File: src/rtl/adc_accum_6b_pkg.sv
// Shared types and constants for the 6-bit ADC accumulator and its row-range decoder.
package adc_accum_6b_pkg;

  typedef enum logic [1:0] {
    IDLE  = 2'd0,
    ACCUM = 2'd1,
    HOLD  = 2'd2
  } state_t;

  localparam logic [4:0] MAX_ROWS = 5'd16;
  localparam logic [4:0] ROWS_9   = 5'd9;
  localparam logic [4:0] ROWS_5   = 5'd5;
  localparam logic [4:0] ROWS_3   = 5'd3;
  localparam logic [4:0] ROWS_2   = 5'd2;
  localparam logic [4:0] ROWS_1   = 5'd1;

  localparam logic [7:0] SUM_CAP  = 8'd63;

  // Clip an 8-bit frame sum to the 6-bit quantizer input range.
  function automatic logic [5:0] sat6(input logic [7:0] s);
    return (s > SUM_CAP) ? 6'd63 : s[5:0];
  endfunction

endpackage

File: src/rtl/adc_accum_6b_rows_range_decode.sv
// Combinational decode of active row count into one-hot quantizer range selects.
module rows_range_decode
  import adc_accum_6b_pkg::*;
(
  input  logic [4:0] rows,
  output logic       m16to9,
  output logic       m8to5,
  output logic       m4to3,
  output logic       m2,
  output logic       m1,
  output logic       err
);

  logic legal;

  // Illegal counts zero every select so the outputs can never go multi-hot.
  assign legal  = (rows >= ROWS_1) && (rows <= MAX_ROWS);
  assign err    = !legal;
  assign m16to9 = legal && (rows >= ROWS_9);
  assign m8to5  = legal && (rows >= ROWS_5) && (rows < ROWS_9);
  assign m4to3  = legal && (rows >= ROWS_3) && (rows < ROWS_5);
  assign m2     = legal && (rows == ROWS_2);
  assign m1     = legal && (rows == ROWS_1);

endmodule

File: src/rtl/adc_accum_6b.sv
// Frame accumulator: sums 4-bit ADC samples, saturates to 6 bits, and holds the result for the quantizer.
module adc_accum_6b
  import adc_accum_6b_pkg::*;
#(
  parameter int MAX_SAMPLES = 16
) (
  input  logic       clk,
  input  logic       rst,
  input  logic       cfg_load,
  input  logic [4:0] cfg_rows,
  input  logic       cfg_col_en,
  input  logic       adc_valid,
  input  logic [3:0] adc_code,
  input  logic       adc_last,
  output logic       adc_ready,
  output logic       acc_valid,
  input  logic       acc_ready,
  output logic [5:0] acc_data,
  output logic       acc_sat,
  output logic       col_en,
  output logic       matrix_16to9,
  output logic       matrix_8to5,
  output logic       matrix_4to3,
  output logic       matrix_2,
  output logic       matrix_1,
  output logic       cfg_err,
  output logic       busy
);

  localparam int CW = $clog2(MAX_SAMPLES + 1);

  state_t        state, state_nxt;
  logic [7:0]    sum, sum_nxt;
  logic [CW-1:0] cnt, cnt_nxt;
  logic          d16to9, d8to5, d4to3, d2, d1, derr;

  rows_range_decode u_dec (
    .rows   (cfg_rows),
    .m16to9 (d16to9),
    .m8to5  (d8to5),
    .m4to3  (d4to3),
    .m2     (d2),
    .m1     (d1),
    .err    (derr)
  );

  assign adc_ready = (state != HOLD);
  assign acc_valid = (state == HOLD);
  assign busy      = (state != IDLE);

  always_comb begin
    state_nxt = state;
    sum_nxt   = sum;
    cnt_nxt   = cnt;
    case (state)
      IDLE: if (adc_valid) begin
        sum_nxt   = {4'b0, adc_code};
        cnt_nxt   = CW'(1);
        state_nxt = (adc_last || cnt_nxt == CW'(MAX_SAMPLES)) ? HOLD : ACCUM;
      end
      ACCUM: if (adc_valid) begin
        sum_nxt   = sum + {4'b0, adc_code};
        cnt_nxt   = cnt + CW'(1);
        state_nxt = (adc_last || cnt_nxt == CW'(MAX_SAMPLES)) ? HOLD : ACCUM;
      end
      HOLD: if (acc_ready) state_nxt = IDLE;
      default: state_nxt = IDLE;
    endcase
  end

  always_ff @(posedge clk) begin
    if (rst) begin
      state        <= IDLE;
      sum          <= '0;
      cnt          <= '0;
      acc_data     <= '0;
      acc_sat      <= 1'b0;
      col_en       <= 1'b0;
      matrix_16to9 <= 1'b0;
      matrix_8to5  <= 1'b0;
      matrix_4to3  <= 1'b0;
      matrix_2     <= 1'b0;
      matrix_1     <= 1'b0;
      cfg_err      <= 1'b0;
    end else begin
      state <= state_nxt;
      sum   <= sum_nxt;
      cnt   <= cnt_nxt;
      // Result is captured once on HOLD entry and frozen until handed off.
      if (state != HOLD && state_nxt == HOLD) begin
        acc_data <= sat6(sum_nxt);
        acc_sat  <= (sum_nxt > SUM_CAP);
      end
      if (state == IDLE && cfg_load) begin
        col_en       <= cfg_col_en;
        matrix_16to9 <= d16to9;
        matrix_8to5  <= d8to5;
        matrix_4to3  <= d4to3;
        matrix_2     <= d2;
        matrix_1     <= d1;
        cfg_err      <= derr;
      end
    end
  end

endmodule
File: config.mk
export PLATFORM = sky130hd
export DESIGN_NAME = adc_accum_6b
export DESIGN_NICKNAME = d
export VERILOG_FILES = /design/src/rtl/adc_accum_6b_pkg.sv /design/src/rtl/adc_accum_6b_rows_range_decode.sv /design/src/rtl/adc_accum_6b.sv
export SDC_FILE = /design/constraint.sdc
export NUM_CORES = 1
export LEC_CHECK = 0
export ABC_AREA = 0
export BUFFER_PORTS_ARGS = -buffer_cell sky130_fd_sc_hd__buf_2
export CAP_MARGIN = 10
export CORE_UTILIZATION = 53
export DETAILED_ROUTE_END_ITERATION = 10
export PLACE_DENSITY = 0.78
export SYNTH_ARGS = -nofsm -noshare
export SYNTH_HDL_FRONTEND = slang
export SYNTH_SLANG_ARGS = --single-unit
File: constraint.sdc
create_clock -name clk -period 2.53 [get_ports clk]
set_input_delay 0.253 -clock clk [delete_from_list [all_inputs] [get_ports clk]]
set_output_delay 0.253 -clock clk [all_outputs]
set_load 0.05 [all_outputs]
==> results of run 1 <==
cells in the mapped netlist, drive strengths merged (4+ instances only):
library cell / instances
clkbuf: 4
nand2b: 6
nand2: 16
nand3: 4
a21oi: 20
nor3: 4
inv: 13
nor2: 26
ha: 5
dfxtp: 29
a211oi: 6
a221oi: 6
where the power goes:
| group | internal [W] | switching (W) | leakage, nW |
|---|---|---|---|
| registers | 0.000478 | 0.0000148 | 0.237 |
| logic | 0.0000720 | 0.000152 | 0.493 |
| clock network | 0.000104 | 0.000165 | 0.0310 |
routing by layer:
| metal | up-vias | GRT usage [%] | part of all wire (%) |
|---|---|---|---|
| met5 | - | 0 | 0 |
| met4 | 0 | 8.93 | 1.5 |
| met3 | 6 | 7.21 | 4.9 |
| met2 | 33 | 37.7 | 48 |
| met1 | 680 | 27.6 | 45 |
| li1 | 725 | - | - |
cells by family (layout without fill, tap and decap cells):
logic type      after synthesis  in the layout  share of synthesized area (%)
simple gates                 73             73                           25.2
buf+inv                      20             56                           5.25
fa+ha+maj                     6              6                           5.41
compound gates               48             48                           22.4
xor+xnor                      3              3                           1.72
mux                           3              3                           1.97
flops                        29             29                           38.1
sequential cells by signal, summed over array words and instances, names as in the netlist:
signal	flops
acc_data	6
acc_sat	1
cfg_err	1
cnt	5
col_en	1
matrix_1	1
matrix_16to9	1
matrix_2	1
matrix_4to3	1
matrix_8to5	1
state	2
sum	8
worst reg2reg max path, delay by kind of cell (launching register included):
| kind | cells | cell delay (ps) |
|---|---|---|
| and+or+nand+nor | 2 | 260 |
| DFF | 1 | 340 |
| AOI/OAI and AO/OA | 3 | 730 |
| buffers and inverters | 2 | 240 |
| adders and majority gates | 2 | 570 |
how the worst min path moves through the flow:
| stage | from | end | slack [ps] | cells after the start |
|---|---|---|---|---|
| 6_report | cfg_col_en | col_en$_SDFFE_PP0P_ | 170 | 3 |
| 4_1_cts | cfg_col_en | col_en$_SDFFE_PP0P_ | 160 | 3 |
| 3_3_place_gp | matrix_8to5$_SDFFE_PP0P_ | matrix_8to5$_SDFFE_PP0P_ | 440 | 2 |
| 3_5_place_dp | matrix_8to5$_SDFFE_PP0P_ | matrix_8to5$_SDFFE_PP0P_ | 450 | 2 |
| 2_1_floorplan | adc_valid | state[0]$_SDFF_PP0_ | 370 | 1 |
| 5_1_grt | cfg_col_en | col_en$_SDFFE_PP0P_ | 170 | 3 |
placed cells by master (no fill, tap or decap), types with 6 or more instances in the layout:
cell type / n
a211oi_1: 6
a21oi_1: 20
a221oi_1: 6
buf_2: 32
dfxtp_1: 29
inv_1: 13
nand2_1: 16
nand2b_1: 6
nor2_1: 26
timing repair:
action / 4_1_cts / 5_1_grt
hold endpoints to repair: 0 / 0
endpoints found under the setup margin: 0 / 6
setup buffers: 0 / 1
area by class of cell:
| type | instances | area [sq um] |
|---|---|---|
| multi-input combinational | 133 | 865 |
| inverter | 13 | 48.8 |
| timing repair buffer | 35 | 183 |
| sequential | 29 | 581 |
| tap | 31 | 38.8 |
| clock buffer | 5 | 37.5 |
| fill | 231 | 963 |
| clock inverter | 3 | 17.5 |
metrics by stage:
| step | utilization [%] | std cells | area (sq um) | total power (W) | hold slack (ps) |
|---|---|---|---|---|---|
| floorplan | - | 182 | 1530 | 0.000665 | 367 |
| detailed placement | 62.5 | 240 | 1710 | 0.000725 | 449 |
| finish | 64.8 | 249 | 1770 | 0.000986 | 174 |
| CTS | 64.5 | 248 | 1760 | 0.000996 | 159 |
| global placement | 62.5 | 240 | 1710 | 0.000716 | 441 |
| global route | 64.8 | 249 | 1770 | 0.00104 | 173 |
==> results.json, run 1 <==
{
  "antenna_left": 0,
  "status": "completed",
  "overflow": 0,
  "ys_seq_area_share_pct": 38.1,
  "final.setup.tns_ps": 0,
  "via_per_inst": 5.80,
  "synth_flop_cell": "dfxtp_1",
  "fp.dieW_um": 55.6,
  "cts_buffers": 5,
  "cp.arrival_ps": 2460,
  "syn-num-nets": 204,
  "track_usage_pct": 22.8,
  "finalHoldViolations": 0,
  "post-synth-top-area-fraction_pct": 38.1,
  "area_delta_synth_final_pct": 16.1,
  "ir_drop_mv": 0.438,
  "cts-root-buf": "clkbuf_4",
  "crit_start": "sum[0]$_SDFF_PP0_",
  "skew_ps": 10.1,
  "cp_top_family": "compound AO/OA/AOI/OAI gates",
  "wirelength_mm": 3.30,
  "r2r_setup_slack_ps": 300,
  "htreeDepth": 2,
  "crit_required_ps": 2760,
  "maxCapViolCount": 0,
  "rr_startpoint": "sum[0]$_SDFF_PP0_",
  "max_stage_delay_ps": 380,
  "relSlewSlack_pct": 67.1,
  "worstMarginPinSlew_ps": 494,
  "dp_hpwl_mm": 2.46,
  "worstSetupStartpointType": "register",
  "drv_slew": 0,
  "cts_resized": 0,
  "ios": 33,
  "ctsHoldBuffers": 0,
  "nets": 239,
  "rows": 19,
  "crit_type": "register to register",
  "start_util_pct": 55.8,
  "synth_warnings": 0,
  "insertedDiodeCount": 0,
  "endpoint_kind": "register",
  "portBuffers": 32,
  "syn_avg_cell_area_sq_um": 8.38,
  "cp_max_fo": 7,
  "post-place-ws_ps": 170,
  "cts_tree": "yes",
  "crit_end": "acc_data[2]$_SDFFE_PP0P_",
  "finalSetupViolations": 0,
  "yosysTopAreaCell": "dfxtp_1",
  "synth_area_leaders": "dfxtp_1, a21oi_1, nor2_1",
  "layout-drive-gt1-share_pct": 22.0,
  "grt_pass1_vias": 1275,
  "antenna_found_initial": 0,
  "vias": 1444,
  "post_drt_wl_per_cell_um": 13.3,
  "grt_start_max_net_pins": 30,
  "r2r_end": "acc_data[2]$_SDFFE_PP0P_",
  "place_congestion": 0.779,
  "ys_seq_elements": 29,
  "core_sq_um": 2730,
  "timing.final.ws_setup_ps": 295,
  "cts_sinks": 29,
  "grt_pass1_wl_mm": 5.51,
  "die_area_sq_um": 3100,
  "slowest_stage": "fa_1",
  "synth_cells": 182,
  "finalCritPeriodShare_pct": 88.3,
  "syn-cell-area_sq_um": 1530,
  "yosysUniqueCellTypes": 44,
  "hp-class": "primary input to register",
  "reg2reg_depth": 9,
  "fmaxAchievable_ghz": 0.447,
  "clk_pin_slew_ps": 90,
  "critPathBufInv": 2,
  "clk_path_buf_depth": 2,
  "drc": 0,
  "async_flop_share_pct": 0,
  "powerDensity_nw_per_um2": 557,
  "period_minus_slack_ps": 2230,
  "cp.depth": 9,
  "drt-initial-drc-count": 66,
  "synth-edff-count": 0,
  "crit_path_cell_trace": "ha_1 > inv_1 > fa_1 > nand2b_1 > a21oi_1 > o2bb2ai_1 > nor4b_4 > buf_4 > a221oi_1",
  "cellLeakagePower_nw": 0.761,
  "first_pass_iters": 4,
  "rsz0062_at_grt": "false",
  "die_h_um": 55.6,
  "clk_latency_ps": 330
}
Note: power is estimated with default switching activity, not from simulation.
==> run 2: changes to the inputs <==
PLACE_DENSITY = 0.75   (was 0.78)
==> run 2 against run 1 <==
Critical path depth did not move; core utilization rose by 1.1 points; first-iteration DRC count fell by 42%; non-clock buffer count did not move; worst setup slack improved by 6.6 ps; largest power group unchanged; via count fell by 0.90%; critical endpoint is now acc_data[3]$_SDFFE_PP0P_; flip-flop and latch count did not move; routed wire length fell by 0.27%; largest cell class unchanged; clock skew rose by 1.9 ps; sequential power rose by 1%; die area did not move; clock power rose by 47%.
==> results.json, run 2 (synthesis gave the netlist of run 1 again) <==
{
  "status": "completed",
  "max_stage_delay_ps": 400,
  "worstSetupStartpointType": "register",
  "cts-root-buf": "clkbuf_4",
  "hp-class": "primary input to register",
  "drt-initial-drc-count": 38,
  "clk_path_buf_depth": 2,
  "rows": 19,
  "cts_tree": "yes",
  "crit_start": "sum[0]$_SDFF_PP0_",
  "die_area_sq_um": 3100,
  "layout-drive-gt1-share_pct": 22.0,
  "cp_max_fo": 4,
  "final_cell_mix": "buf_2, dfxtp_1, nor2_1",
  "stdcell_area_sq_um": 1800,
  "cp.arrival_ps": 2470,
  "dp_hpwl_mm": 2.39,
  "cp_top_family": "compound AO/OA/AOI/OAI gates",
  "ir_drop_mv": 0.489,
  "cts_buffers": 5,
  "finalHoldViolations": 0,
  "worstMarginPinSlew_ps": 678,
  "post_drt_wl_per_cell_um": 13.2,
  "cellLeakagePower_nw": 0.772,
  "crit_required_ps": 2780,
  "grt_pass1_wl_mm": 5.81,
  "relSlewSlack_pct": 54.7,
  "drc": 0,
  "first_pass_iters": 4,
  "ctsHoldBuffers": 0,
  "drv_slew": 0,
  "r2r_setup_slack_ps": 300,
  "maxCapViolCount": 0,
  "via_per_inst": 5.75,
  "die_h_um": 55.6,
  "area_delta_synth_final_pct": 18.0,
  "antenna_left": 0,
  "clk_pin_slew_ps": 110,
  "top_register": "sum",
  "reg2reg_depth": 9,
  "htreeDepth": 2,
  "fmaxAchievable_ghz": 0.449,
  "start_util_pct": 55.8,
  "finalSetupViolations": 0,
  "overflow": 0,
  "antenna_found_initial": 0,
  "fillCellCount": 227,
  "ios": 33,
  "crit_type": "register to register",
  "wirelength_mm": 3.29,
  "powerDensity_nw_per_um2": 618,
  "largest_reg_flops": 8,
  "grt_pass1_vias": 1375,
  "skew_ps": 11.9,
  "grt_start_max_net_pins": 30,
  "cts_sinks": 29,
  "r2r_end": "acc_data[3]$_SDFFE_PP0P_",
  "crit_path_cell_trace": "ha_1 > inv_1 > fa_1 > nand2b_1 > a21oi_1 > o2bb2ai_1 > nor4b_4 > buf_4 > a221oi_1",
  "dpl-instance-area_sq_um": 1700,
  "endpoint_kind": "register",
  "nets": 239,
  "critPathBufInv": 2,
  "cp.depth": 9,
  "vias": 1431,
  "period_minus_slack_ps": 2230,
  "clk_latency_ps": 350,
  "place_congestion": 0.817,
  "portBuffers": 32,
  "crit_end": "acc_data[3]$_SDFFE_PP0P_",
  "core_sq_um": 2730,
  "largestRegisters": "sum x8, acc_data x6, cnt x5",
  "final.setup.tns_ps": 0,
  "track_usage_pct": 23.7,
  "finalCritPeriodShare_pct": 88.1,
  "rr_startpoint": "sum[0]$_SDFF_PP0_",
  "slowest_stage": "fa_1",
  "final_common_cell": "buf_2",
  "rsz0062_at_grt": "false",
  "insertedDiodeCount": 0,
  "fp.dieW_um": 55.6
}
## run 2: where the power goes
group          internal (W)  leakage (nW)  switching, W
Combinational     0.0000714         0.493      0.000146
Sequential         0.000478         0.237     0.0000198
Clock              0.000209        0.0414      0.000188
Total              0.000759         0.772      0.000353
## run 2: stage by stage
step | setup slack [ps] | hold WS, ps | total power (W) | std cells | utilization, %
3_3_place_gp | 271 | 443 | 0.000715 | 239 | 62.2
6_report | 302 | 132 | 0.00111 | 249 | 65.8
4_1_cts | 191 | 135 | 0.00111 | 247 | 65.3
2_1_floorplan | 464 | 367 | 0.000665 | 182 | -
5_1_grt | 56.3 | 147 | 0.00116 | 249 | 65.8
3_5_place_dp | 191 | 455 | 0.000722 | 239 | 62.2
## run 2: layer usage
metal | up-vias | GRT usage [%] | part of all wire [%]
met5 | - | 0 | 0
met4 | 0 | 11.1 | 1.9
met3 | 7 | 5.35 | 3.7
met2 | 36 | 42.0 | 49
met1 | 659 | 26.9 | 45
li1 | 729 | - | -
## run 2: worst min-delay path: cells and delay by family
family          cells  cell delay (ps)
compound gates      1               50
buf+inv             1               90
simple gates        1               50
## run 2: final cells by class
type / instances / area, sq um / share of cell area [%]
Multi-Input combinational cell: 133 / 865 / 48.1
Sequential cell: 29 / 581 / 32.3
Timing Repair Buffer: 35 / 183 / 10.2
Inverter: 13 / 48.8 / 2.71
Clock inverter: 3 / 46.3 / 2.57
Tap cell: 31 / 38.8 / 2.16
Clock buffer: 5 / 37.5 / 2.09
## run 2: repair_timing
action                     4_1_cts  5_1_grt
setup endpoints to repair        0        5
setup buffers                    0        2
gates resized for setup          0        0
## run 2: how the worst min path moves through the flow
stage	from	end	slack (ps)	depth (start not counted)
CTS	cfg_col_en	col_en$_SDFFE_PP0P_	140	3
global route	cfg_col_en	col_en$_SDFFE_PP0P_	150	3
global placement	matrix_8to5$_SDFFE_PP0P_	matrix_8to5$_SDFFE_PP0P_	440	2
detailed placement	matrix_8to5$_SDFFE_PP0P_	matrix_8to5$_SDFFE_PP0P_	450	2
finish	cfg_col_en	col_en$_SDFFE_PP0P_	130	3
floorplan	adc_valid	state[0]$_SDFF_PP0_	370	1
